===== src/rtl/rx_frame_check.sv =====
// UART RX frame checker: LSB-first deserialiser with optional parity, 1/2 stop bits,
// per-frame status and saturating error counters. Break detection enabled by RX_BREAK_DET_EN.
module rx_frame_check #(
   parameter int DATA_WIDTH = 8,
   parameter int STOP_BITS  = 1,
   parameter int CNT_WIDTH  = 8
) (
   input  logic                  CLK,
   input  logic                  RST,
   input  logic                  frame_start,
   input  logic                  bit_valid,
   input  logic                  sampled_bit,
   input  logic                  par_en,
   input  logic                  par_typ,
   input  logic                  err_clr,
   output logic                  busy,
   output logic                  frame_done,
   output logic [DATA_WIDTH-1:0] data_out,
   output logic                  par_err,
   output logic                  stp_err,
   output logic [CNT_WIDTH-1:0]  par_err_cnt,
   output logic [CNT_WIDTH-1:0]  stp_err_cnt,
   output logic                  brk_det
);

   typedef enum logic [1:0] {IDLE, DATA, PARITY, STOP} state_t;

   localparam logic [3:0] LAST_DATA = 4'(DATA_WIDTH - 1);
   localparam logic [3:0] LAST_STOP = 4'(STOP_BITS - 1);

   state_t                state;
   logic [DATA_WIDTH-1:0] shift_q;
   logic [3:0]            bit_cnt;
   logic                  par_acc;
   logic                  par_fail;
   logic                  stp_fail;
   logic                  par_en_q;
   logic                  par_typ_q;
   logic                  stp_inc;
`ifdef RX_BREAK_DET_EN
   logic                  all_zero;
   logic                  brk_q;
`endif

   always_ff @(posedge CLK or negedge RST) begin
      if (!RST) begin
         state      <= IDLE;
         busy       <= 1'b0;
         frame_done <= 1'b0;
         data_out   <= '0;
         par_err    <= 1'b0;
         stp_err    <= 1'b0;
         shift_q    <= '0;
         bit_cnt    <= '0;
         par_acc    <= 1'b0;
         par_fail   <= 1'b0;
         stp_fail   <= 1'b0;
         par_en_q   <= 1'b0;
         par_typ_q  <= 1'b0;
`ifdef RX_BREAK_DET_EN
         all_zero   <= 1'b0;
         brk_q      <= 1'b0;
`endif
      end else begin
         frame_done <= 1'b0;
         // frame_start restarts from any state and discards a coincident strobe
         if (frame_start) begin
            state     <= DATA;
            busy      <= 1'b1;
            bit_cnt   <= '0;
            par_acc   <= 1'b0;
            par_fail  <= 1'b0;
            stp_fail  <= 1'b0;
            par_en_q  <= par_en;
            par_typ_q <= par_typ;
`ifdef RX_BREAK_DET_EN
            all_zero  <= 1'b1;
`endif
         end else if (bit_valid) begin
            case (state)
               DATA: begin
                  shift_q <= {sampled_bit, shift_q[DATA_WIDTH-1:1]};
                  par_acc <= par_acc ^ sampled_bit;
`ifdef RX_BREAK_DET_EN
                  all_zero <= all_zero & ~sampled_bit;
`endif
                  if (bit_cnt == LAST_DATA) begin
                     bit_cnt <= '0;
                     state   <= par_en_q ? PARITY : STOP;
                  end else begin
                     bit_cnt <= bit_cnt + 4'd1;
                  end
               end
               PARITY: begin
                  par_fail <= sampled_bit ^ par_acc ^ par_typ_q;
`ifdef RX_BREAK_DET_EN
                  all_zero <= all_zero & ~sampled_bit;
`endif
                  state    <= STOP;
               end
               STOP: begin
                  if (!sampled_bit)
                     stp_fail <= 1'b1;
`ifdef RX_BREAK_DET_EN
                  if (bit_cnt == '0)
                     all_zero <= all_zero & ~sampled_bit;
`endif
                  if (bit_cnt == LAST_STOP) begin
                     state      <= IDLE;
                     busy       <= 1'b0;
                     frame_done <= 1'b1;
                     data_out   <= shift_q;
                     par_err    <= par_fail;
                     stp_err    <= stp_fail | ~sampled_bit;
`ifdef RX_BREAK_DET_EN
                     // only the first stop bit takes part in break detection
                     brk_q      <= all_zero & ((bit_cnt != '0) | ~sampled_bit);
`endif
                  end else begin
                     bit_cnt <= bit_cnt + 4'd1;
                  end
               end
               default: ;
            endcase
         end
      end
   end

`ifdef RX_BREAK_DET_EN
   assign brk_det = brk_q;
   assign stp_inc = stp_err & ~brk_q;
`else
   assign brk_det = 1'b0;
   assign stp_inc = stp_err;
`endif

   always_ff @(posedge CLK or negedge RST) begin
      if (!RST) begin
         par_err_cnt <= '0;
         stp_err_cnt <= '0;
      end else if (err_clr) begin
         par_err_cnt <= '0;
         stp_err_cnt <= '0;
      end else if (frame_done) begin
         if (par_err && par_err_cnt != '1)
            par_err_cnt <= par_err_cnt + 1'b1;
         if (stp_inc && stp_err_cnt != '1)
            stp_err_cnt <= stp_err_cnt + 1'b1;
      end
   end

endmodule

===== config.mk =====
export PLATFORM = sky130hd
export DESIGN_NAME = rx_frame_check
export DESIGN_NICKNAME = d
export VERILOG_FILES = /design/src/rtl/rx_frame_check.sv
export SDC_FILE = /design/constraint.sdc
export NUM_CORES = 1
export LEC_CHECK = 0
export ABC_AREA = 1
export BUFFER_PORTS_ARGS = -buffer_cell sky130_fd_sc_hd__buf_2
export CAP_MARGIN = 20
export CORE_MARGIN = 8
export CORE_UTILIZATION = 60
export CTS_CLUSTER_SIZE = 16
export DETAILED_ROUTE_END_ITERATION = 7
export GPL_ROUTABILITY_DRIVEN = 0
export GPL_TIMING_DRIVEN = 0
export PLACE_DENSITY = 0.89
export SYNTH_ARGS = -nofsm -noshare
export SYNTH_HDL_FRONTEND = slang
export SYNTH_SLANG_ARGS = --single-unit

===== constraint.sdc =====
create_clock -name CLK -period 2.1 [get_ports CLK]
set_input_delay 0.525 -clock CLK [delete_from_list [all_inputs] [get_ports CLK]]
set_output_delay 0.525 -clock CLK [all_outputs]
set_load 0.02 [all_outputs]

==> qor.yml, run 1 <==
cp.buffers_inverters: 1
post_synth_most_frequent_cells: "90 x sky130_fd_sc_hd__nand2_1, 47 x sky130_fd_sc_hd__dfrtp_1, 35 x sky130_fd_sc_hd__nand3_1, 33 x sky130_fd_sc_hd__inv_1, 19 x sky130_fd_sc_hd__nor2_1"
cts.sink_count: 47
layout_overhead_on_the_synthesized_area_pct: 14.2
rsz0062_at_grt: "no"
dp_cells: 385
max_freq_mhz: 661
diodes: 0
mappedNetlistArea_mm2: 0.00248
setup_violations: 0
vdd_drop_max_mv: 0.629
seqPwrFrac_pct: 47.7
final_layout_size_suffix_gt1_share_pct: 23.8
post_cts_buffers: 0
yosysSeqAreaShare_pct: 47.5
combinational_fraction_of_design_power_pct: 29.1
antenna_violations_before_repair: 0
post-route-drc-count: 0
pin_count: 37
critical_path_required_ps: 1570
place.detailed.hpwl_um: 3720
h-tree-depth: 2
postRouteAntennaNets: 0
timing_max_transition_violations_final: 0
grt-ovfl-total: 0
routed_wirelength_um: 5090
startpoint_type: "flip-flop"
area_of_all_placed_cells_without_fillers_mm2: 0.00283
die_area_mm2: 0.00644
grt_first_pass_wirelength_um: 8700
synth_largest_area_cell: "sky130_fd_sc_hd__dfrtp_1"
placement.cell_area_mm2: 0.00271
global_route.usage.total_pct: 16.8
share_of_the_clock_period_used_by_the_worst_path_after_layout_pct: 72.0
post_synth_num_cell_types: 24
timing.critical_path.slowest_stage_cell: "sky130_fd_sc_hd__dfrtp_1"
p_switching_mw: 0.916
yosys_most_used_dff: "sky130_fd_sc_hd__dfrtp_1"
path_clk_slew_ps: 90
detail_route.first_pass.iterations: 4
drt-initial-drc-count: 91
vias_per_cell: 5.23
setup_total_negative_slack_ps: 0
row_count: 23
final_critical_path_required_period_ps: 1510
mapped_avg_cell_area_um2: 8.23
wire_per_inst_um: 12.9
cts_made_buffers: 5
critical_path_peak_fanout: 6
first_global_vias: 2026
timing.critical_path.slowest_cell_delay_ps: 470
grt_start_max_net_pins: 48
number_of_synthesized_register_bits: 47
synth_area_leaders: "sky130_fd_sc_hd__dfrtp_1 47%, sky130_fd_sc_hd__nand2_1 14%, sky130_fd_sc_hd__nand3_1 7.1%, sky130_fd_sc_hd__inv_1 5.0%, sky130_fd_sc_hd__o21ai_2 4.2%"
final-hold-violation-count: 0
clock_latency_ps: 300
fill_cells: 314
postSynth.asyncResetShare_pct: 100
min_path_type: "primary input to async pin"
pre_cts_setup_slack_ps: 628
leakage_nw: 1.51
max_cap_viol_count: 0
final_critical_path_setup_slack_ps: 587
crit_path_cell_trace: "buf_2"
die_h_um: 80.2
chipWidth_um: 80.2
synth-edff-count: 0
synthCells: 301
post-synth-top-area-fraction_pct: 47.5
cp_data_arrival_time_ps: 990
yosysWarningCount: 0
ctsRootBufferMaster: "sky130_fd_sc_hd__clkbuf_8"
clockBufferDepth: 2
netSwitchingFraction_pct: 36.4
power.share.clock_pct: 23.2
nets: 355
tritoncts_clock_tree: "built"
total_via_count_after_detailed_routing: 2060
cellInternalPower_mw: 1.60
io_buffer_count: 34
critical-path-top-delay-family: "flip-flops"
post_synthesis_net_count: 313
synth.most_common_cell: "sky130_fd_sc_hd__nand2_1"
post_cts_resize_count: 0
core_region_area_mm2: 0.00400
initial_utilization_pct: 61.9
setup.worst_path.class: "flip-flop to primary output"
whs_ps: 114
timing.clock.skew_ps: 7.75
critical_path.endpoint_type: "primary output"
status: "finished clean"
fin_cells: 394
cts_hold_repair.buffers: 0
power_density_mw_per_mm2: 890
[cells by family after synthesis]
group           after synthesis  share of synthesized area (%)
simple gates                164                           30.0
flops                        47                           47.5
buf+inv                      45                           8.14
compound gates               34                           10.1
xor+xnor                      6                           2.12
fa+ha+maj                     4                           2.02
other cells                   1                          0.151
[power groups by stage]
| stage | sequential [mW] | clock [mW] | combinational, mW |
|---|---|---|---|
| after CTS | 1.20 | 0.604 | 0.743 |
| after global routing | 1.23 | 0.639 | 0.826 |
| after detailed placement | 1.22 | 0 | 0.740 |
| final | 1.20 | 0.583 | 0.734 |
| after global placement | 1.21 | 0 | 0.721 |
| after floorplan | 1.29 | 0 | 0.453 |
[worst paths after layout]
path / from / to / slack [ps] / cells after the start
setup / recovery: par_err_cnt[2] / par_err_cnt[2] / 590 / 1
hold / removal: RST / busy / 110 / 1
setup reg to reg: stp_err_cnt[0] / stp_err_cnt[7] / 620 / 7
hold reg to reg: shift_q[0] / data_out[0] / 480 / 2
max in group asynchronous: RST / shift_q[5] / 1510 / 2
min in group CLK: par_typ / par_typ_q / 430 / 3
[metal layers]
layer	track usage, %	share of wire, %	vias up
met5	0	0	-
met4	7.64	1.8	0
met3	4.58	5.6	11
met2	28.9	50	47
met1	18.7	43	964
li1	-	-	1038
[stage by stage]
stage	utilization [%]	total power [mW]
after floorplan	-	1.74
after global placement	67.7	1.93
after detailed placement	67.7	1.96
after CTS	70.2	2.55
after global routing	70.7	2.69
final	70.7	2.52
[placed cells by master (no fill, tap or decap), drive strengths merged, types with 2 or more instances in the layout]
cell type | Yosys | routed
a21oi | 2 | 2
buf | 7 | 42
clkbuf | 0 | 6
dfrtp | 47 | 47
ha | 4 | 4
inv | 38 | 38
nand2 | 94 | 94
nand3 | 36 | 36
nand4 | 7 | 7
nor2 | 27 | 27
o21ai | 27 | 27
o21bai | 4 | 4
xor2 | 6 | 6
[state kept, by name, summed over array words and instances (netlist names), 2 cells and up]
register and cells:
shift_q 8, bit_cnt 4, state 2, data_out 8, par_err_cnt 8, stp_err_cnt 8
[worst reg2reg max path, cell delays in order, from the launching register on]
cell	delay, ps
sky130_fd_sc_hd__dfrtp_1	430
sky130_fd_sc_hd__ha_1	250
sky130_fd_sc_hd__nand2_2	140
sky130_fd_sc_hd__nor2_4	60
sky130_fd_sc_hd__a21oi_4	270
sky130_fd_sc_hd__nor2_4	100
sky130_fd_sc_hd__nand2_1	70
sky130_fd_sc_hd__nand2_1	60
[final cells by class]
cell class                      count  area (um2)  share of cell area [%]
Tap cell                           50        62.6                    2.21
Buffer                              7        56.3                    1.99
Timing Repair Buffer               35         190                    6.73
Sequential cell                    47        1180                    41.6
Clock inverter                      2        16.3                   0.575
Multi-Input combinational cell    209        1100                    38.8
Inverter                           38         145                    5.13
Clock buffer                        6        82.6                    2.92
No activity file was read; power rests on OpenSTA's default activity.
==> inputs of run 2 (changes only) <==
ABC_AREA = 0   (was 1)
CORE_UTILIZATION = 55   (was 60)
PLACE_DENSITY = 0.84   (was 0.89)
clock period = 1.6 ns   (was 2.1 ns; I/O delays follow)
==> qor.yml, run 2 <==
setup_total_negative_slack_ps: -76.3  # was 0 ps
power_density_mw_per_mm2: 870  # was 890 mW/mm2
startpoint_type: "flip-flop"  # unchanged
dp_cells: 279  # was 385
yosysSeqAreaShare_pct: 53.4  # was 47.5%
post_synth_most_frequent_cells: "47 x sky130_fd_sc_hd__dfrtp_1, 21 x sky130_fd_sc_hd__nor2_1, 19 x sky130_fd_sc_hd__mux2_2, 14 x sky130_fd_sc_hd__a21oi_1, 11 x sky130_fd_sc_hd__nand2_1"  # was 90 x sky130_fd_sc_hd__nand2_1, 47 x sky130_fd_sc_hd__dfrtp_1, 35 x sky130_fd_sc_hd__nand3_1, 33 x sky130_fd_sc_hd__inv_1, 19 x sky130_fd_sc_hd__nor2_1
grt-ovfl-total: 0  # unchanged
layout_overhead_on_the_synthesized_area_pct: 30.1  # was 14.2%
setup.worst_path.class: "flip-flop to flip-flop"  # was flip-flop to primary output
top_usage_layer: "met2"  # unchanged
pin_count: 37  # unchanged
postSynth.asyncResetShare_pct: 100  # unchanged
layout.cells.most_common_list: "42 x sky130_fd_sc_hd__dfrtp_1, 33 x sky130_fd_sc_hd__buf_2, 21 x sky130_fd_sc_hd__nor2_1"  # was 90 x sky130_fd_sc_hd__nand2_1, 47 x sky130_fd_sc_hd__dfrtp_1, 37 x sky130_fd_sc_hd__buf_2
pre_cts_setup_slack_ps: -148  # was 628 ps
mapped_avg_cell_area_um2: 11.2  # was 8.23 um2
max_cap_viol_count: 0  # unchanged
p_total_mw: 2.49  # was 2.52 mW
final_critical_path_setup_slack_ps: -45.8  # was 587 ps
leakage_nw: 1.30  # was 1.51 nW
gr-usage-met2_pct: 24.0  # was 28.9%
synth_largest_area_cell: "sky130_fd_sc_hd__dfrtp_1"  # unchanged
cp_data_arrival_time_ps: 1890  # was 990 ps
core_region_area_mm2: 0.00391  # was 0.00400 mm2
final_layout_size_suffix_gt1_share_pct: 43.4  # was 23.8%
initial_utilization_pct: 56.3  # was 61.9%
routed_wirelength_um: 4740  # was 5090 um
synthCells: 196  # was 301
status: "finished, violations left"  # was finished clean
vdd_drop_max_mv: 0.681  # was 0.629 mV
critical_path_peak_fanout: 4  # was 6
antenna_violations_before_repair: 0  # unchanged
io_buffer_count: 33  # was 34
combinational_fraction_of_design_power_pct: 10.0  # was 29.1%
globalRouteMet3Util_pct: 5.76  # was 4.58%
critical_path.endpoint_type: "flip-flop"  # was primary output
seqPwrFrac_pct: 54.0  # was 47.7%
yosysWarningCount: 0  # unchanged
cellInternalPower_mw: 1.89  # was 1.60 mW
first_global_vias: 1608  # was 2,026
p_switching_mw: 0.606  # was 0.916 mW
fill_cells: 285  # was 314
postRouteAntennaNets: 0  # unchanged
share_of_the_clock_period_used_by_the_worst_path_after_layout_pct: 103
clock_latency_ps: 310  # was 300 ps
post_synth_num_cell_types: 36  # was 24
path_clk_slew_ps: 100  # was 90 ps
critical_path_required_ps: 1840  # was 1570 ps
nets: 269  # was 355
final-hold-violation-count: 0  # unchanged
whs_ps: 325  # was 114 ps
post_synthesis_net_count: 208  # was 313
die_h_um: 79.3  # was 80.2 um
number_of_synthesized_register_bits: 47  # unchanged
vias_per_cell: 5.47  # was 5.23
yosys_most_used_dff: "sky130_fd_sc_hd__dfrtp_1"  # unchanged
die_area_mm2: 0.00629  # was 0.00644 mm2
cts_made_buffers: 5  # unchanged
crit_path_cell_trace: "ha_4, and3_4, a21o_4, or4_4, a21oi_2"  # was buf_2
row_count: 23  # unchanged
timing.critical_path.slowest_cell_delay_ps: 480  # was 470 ps
timing_max_transition_violations_final: 0  # unchanged
power.share.clock_pct: 36.0  # was 23.2%
synth.most_common_cell: "sky130_fd_sc_hd__dfrtp_1"  # was sky130_fd_sc_hd__nand2_1
tritoncts_clock_tree: "built"  # unchanged
synth_area_leaders: "sky130_fd_sc_hd__dfrtp_1 53%, sky130_fd_sc_hd__mux2_2 9.7%, sky130_fd_sc_hd__xnor2_1 4.0%, sky130_fd_sc_hd__nor2_1 3.6%, sky130_fd_sc_hd__a21oi_1 3.2%"  # was sky130_fd_sc_hd__dfrtp_1 47%, sky130_fd_sc_hd__nand2_1 14%, sky130_fd_sc_hd__nand3_1 7.1%, sky130_fd_sc_hd__inv_1 5.0%, sky130_fd_sc_hd__o21ai_2 4.2%
grt_first_pass_wirelength_um: 7700  # was 8700 um
place.detailed.hpwl_um: 2900  # was 3720 um
synth-edff-count: 0  # unchanged
wire_per_inst_um: 15.4  # was 12.9 um
timing.clock.skew_ps: 10.1  # was 7.75 ps
timing.critical_path.slowest_stage_cell: "sky130_fd_sc_hd__or4_4"  # was sky130_fd_sc_hd__dfrtp_1
final_critical_path_required_period_ps: 1650
diodes: 0  # unchanged
min_path_type: "primary input to flip-flop"  # was primary input to async pin
clockBufferDepth: 2  # unchanged
rsz0062_at_grt: "yes"  # was no
detail_route.first_pass.iterations: 4  # unchanged
use_met1_pct: 19.0  # was 18.7%
mappedNetlistArea_mm2: 0.00220  # was 0.00248 mm2
fin_cells: 308  # was 394
chipWidth_um: 79.3  # was 80.2 um
ctsRootBufferMaster: "sky130_fd_sc_hd__clkbuf_8"  # unchanged
max_freq_mhz: 608
post-synth-top-area-fraction_pct: 53.4  # was 47.5%
total_via_count_after_detailed_routing: 1685  # was 2,060
netSwitchingFraction_pct: 24.3  # was 36.4%
global_route.usage.total_pct: 15.5  # was 16.8%
grt_start_max_net_pins: 48  # unchanged
setup_violations: 2  # was 0
drt-initial-drc-count: 37  # was 91
post-route-drc-count: 0  # unchanged
final_common_cell: "sky130_fd_sc_hd__dfrtp_1"  # was sky130_fd_sc_hd__nand2_1
h-tree-depth: 2  # unchanged
cts.sink_count: 47  # unchanged
failed_checks: "negative setup slack"
[run 2: cell types whose count changed after synthesis, sizes merged, moves of 5 or more]
cell	previous run	this run
nand2	94	11
nand3	36	6
inv	38	9
o21ai	27	4
mux2	0	19
a21oi	2	14
xnor2	0	10
nand4	7	0
nor2	27	21
or4	0	5
[run 2: layout make-up]
cell class              instances  area [um2]  share of cell area, %
flip-flops and latches         47        1180                   41.2
multi-input cells             133        1080                   37.8
repair buffers                 54         350                   12.2
clock buffers                   5        68.8                   2.40
well taps                      50        62.6                   2.18
clock inverters                 3        46.3                   1.62
plain buffers                   7        37.5                   1.31
inverters                       9        33.8                   1.18
[run 2: cells by family after synthesis]
family | after synthesis | synth area share (%)
xor+xnor | 13 | 5.17
flops | 47 | 53.4
fa+ha+maj | 4 | 2.27
mux | 22 | 11.1
compound gates | 31 | 9.48
other cells | 1 | 0.170
buf+inv | 16 | 3.07
simple gates | 62 | 15.4
[run 2: metal layers]
metal  routed length (um)  part of all wire [%]  vias up
met5                    0                     0        -
met4                   76                   1.6        0
met3                  307                   6.5        9
met2                 2290                    48       47
met1                 2070                    44      815
li1                     -                     -      814
[run 2: through the flow]
stage               util, %  instance area, um2
floorplan                 -                2250
global placement       63.2                2470
detailed placement     63.2                2470
CTS                    70.4                2760
global route           73.2                2870
finish                 73.2                2870
[run 2: path summary, 6_finish.rpt]
path | endpoint | cells after the start | startpoint | slack, ps
max in group asynchronous | stp_err_cnt[1] | 3 | RST | 650
max | par_err_cnt[5] | 5 | par_err_cnt[1] | -50
min | par_en_q | 2 | par_en | 330
max reg2reg | par_err_cnt[5] | 5 | par_err_cnt[1] | -50
min reg2reg | stp_fail | 2 | stp_fail | 510
min in group asynchronous | stp_err_cnt[5] | 2 | RST | 480
[run 2: power groups by stage]
stage                     logic [mW]  clock network [mW]  registers (mW)
after floorplan                0.148                   0            1.35
after global placement         0.194                   0            1.36
after detailed placement       0.201                   0            1.37
after CTS                      0.235               0.922            1.35
after global routing           0.278               0.962            1.36
final                          0.249               0.896            1.35
[run 2: what timing repair did]
item / in CTS / in global routing
buffers inserted: 15 / 3
gates resized for setup: 12 / 10
endpoints found under the setup margin: 19 / 25
pin swaps: 6 / 6
hold endpoints to repair: 0 / 8
hold buffers: 0 / 1
cloned: 1 / 0
[run 2: critical path: cells and delay by family (launching register included)]
family | cells | cell delay (ps)
AND/OR/NAND/NOR | 2 | 650
flip-flops | 1 | 440
AO/OA/AOI/OAI | 2 | 330
adder cells (fa/ha/maj) | 1 | 160
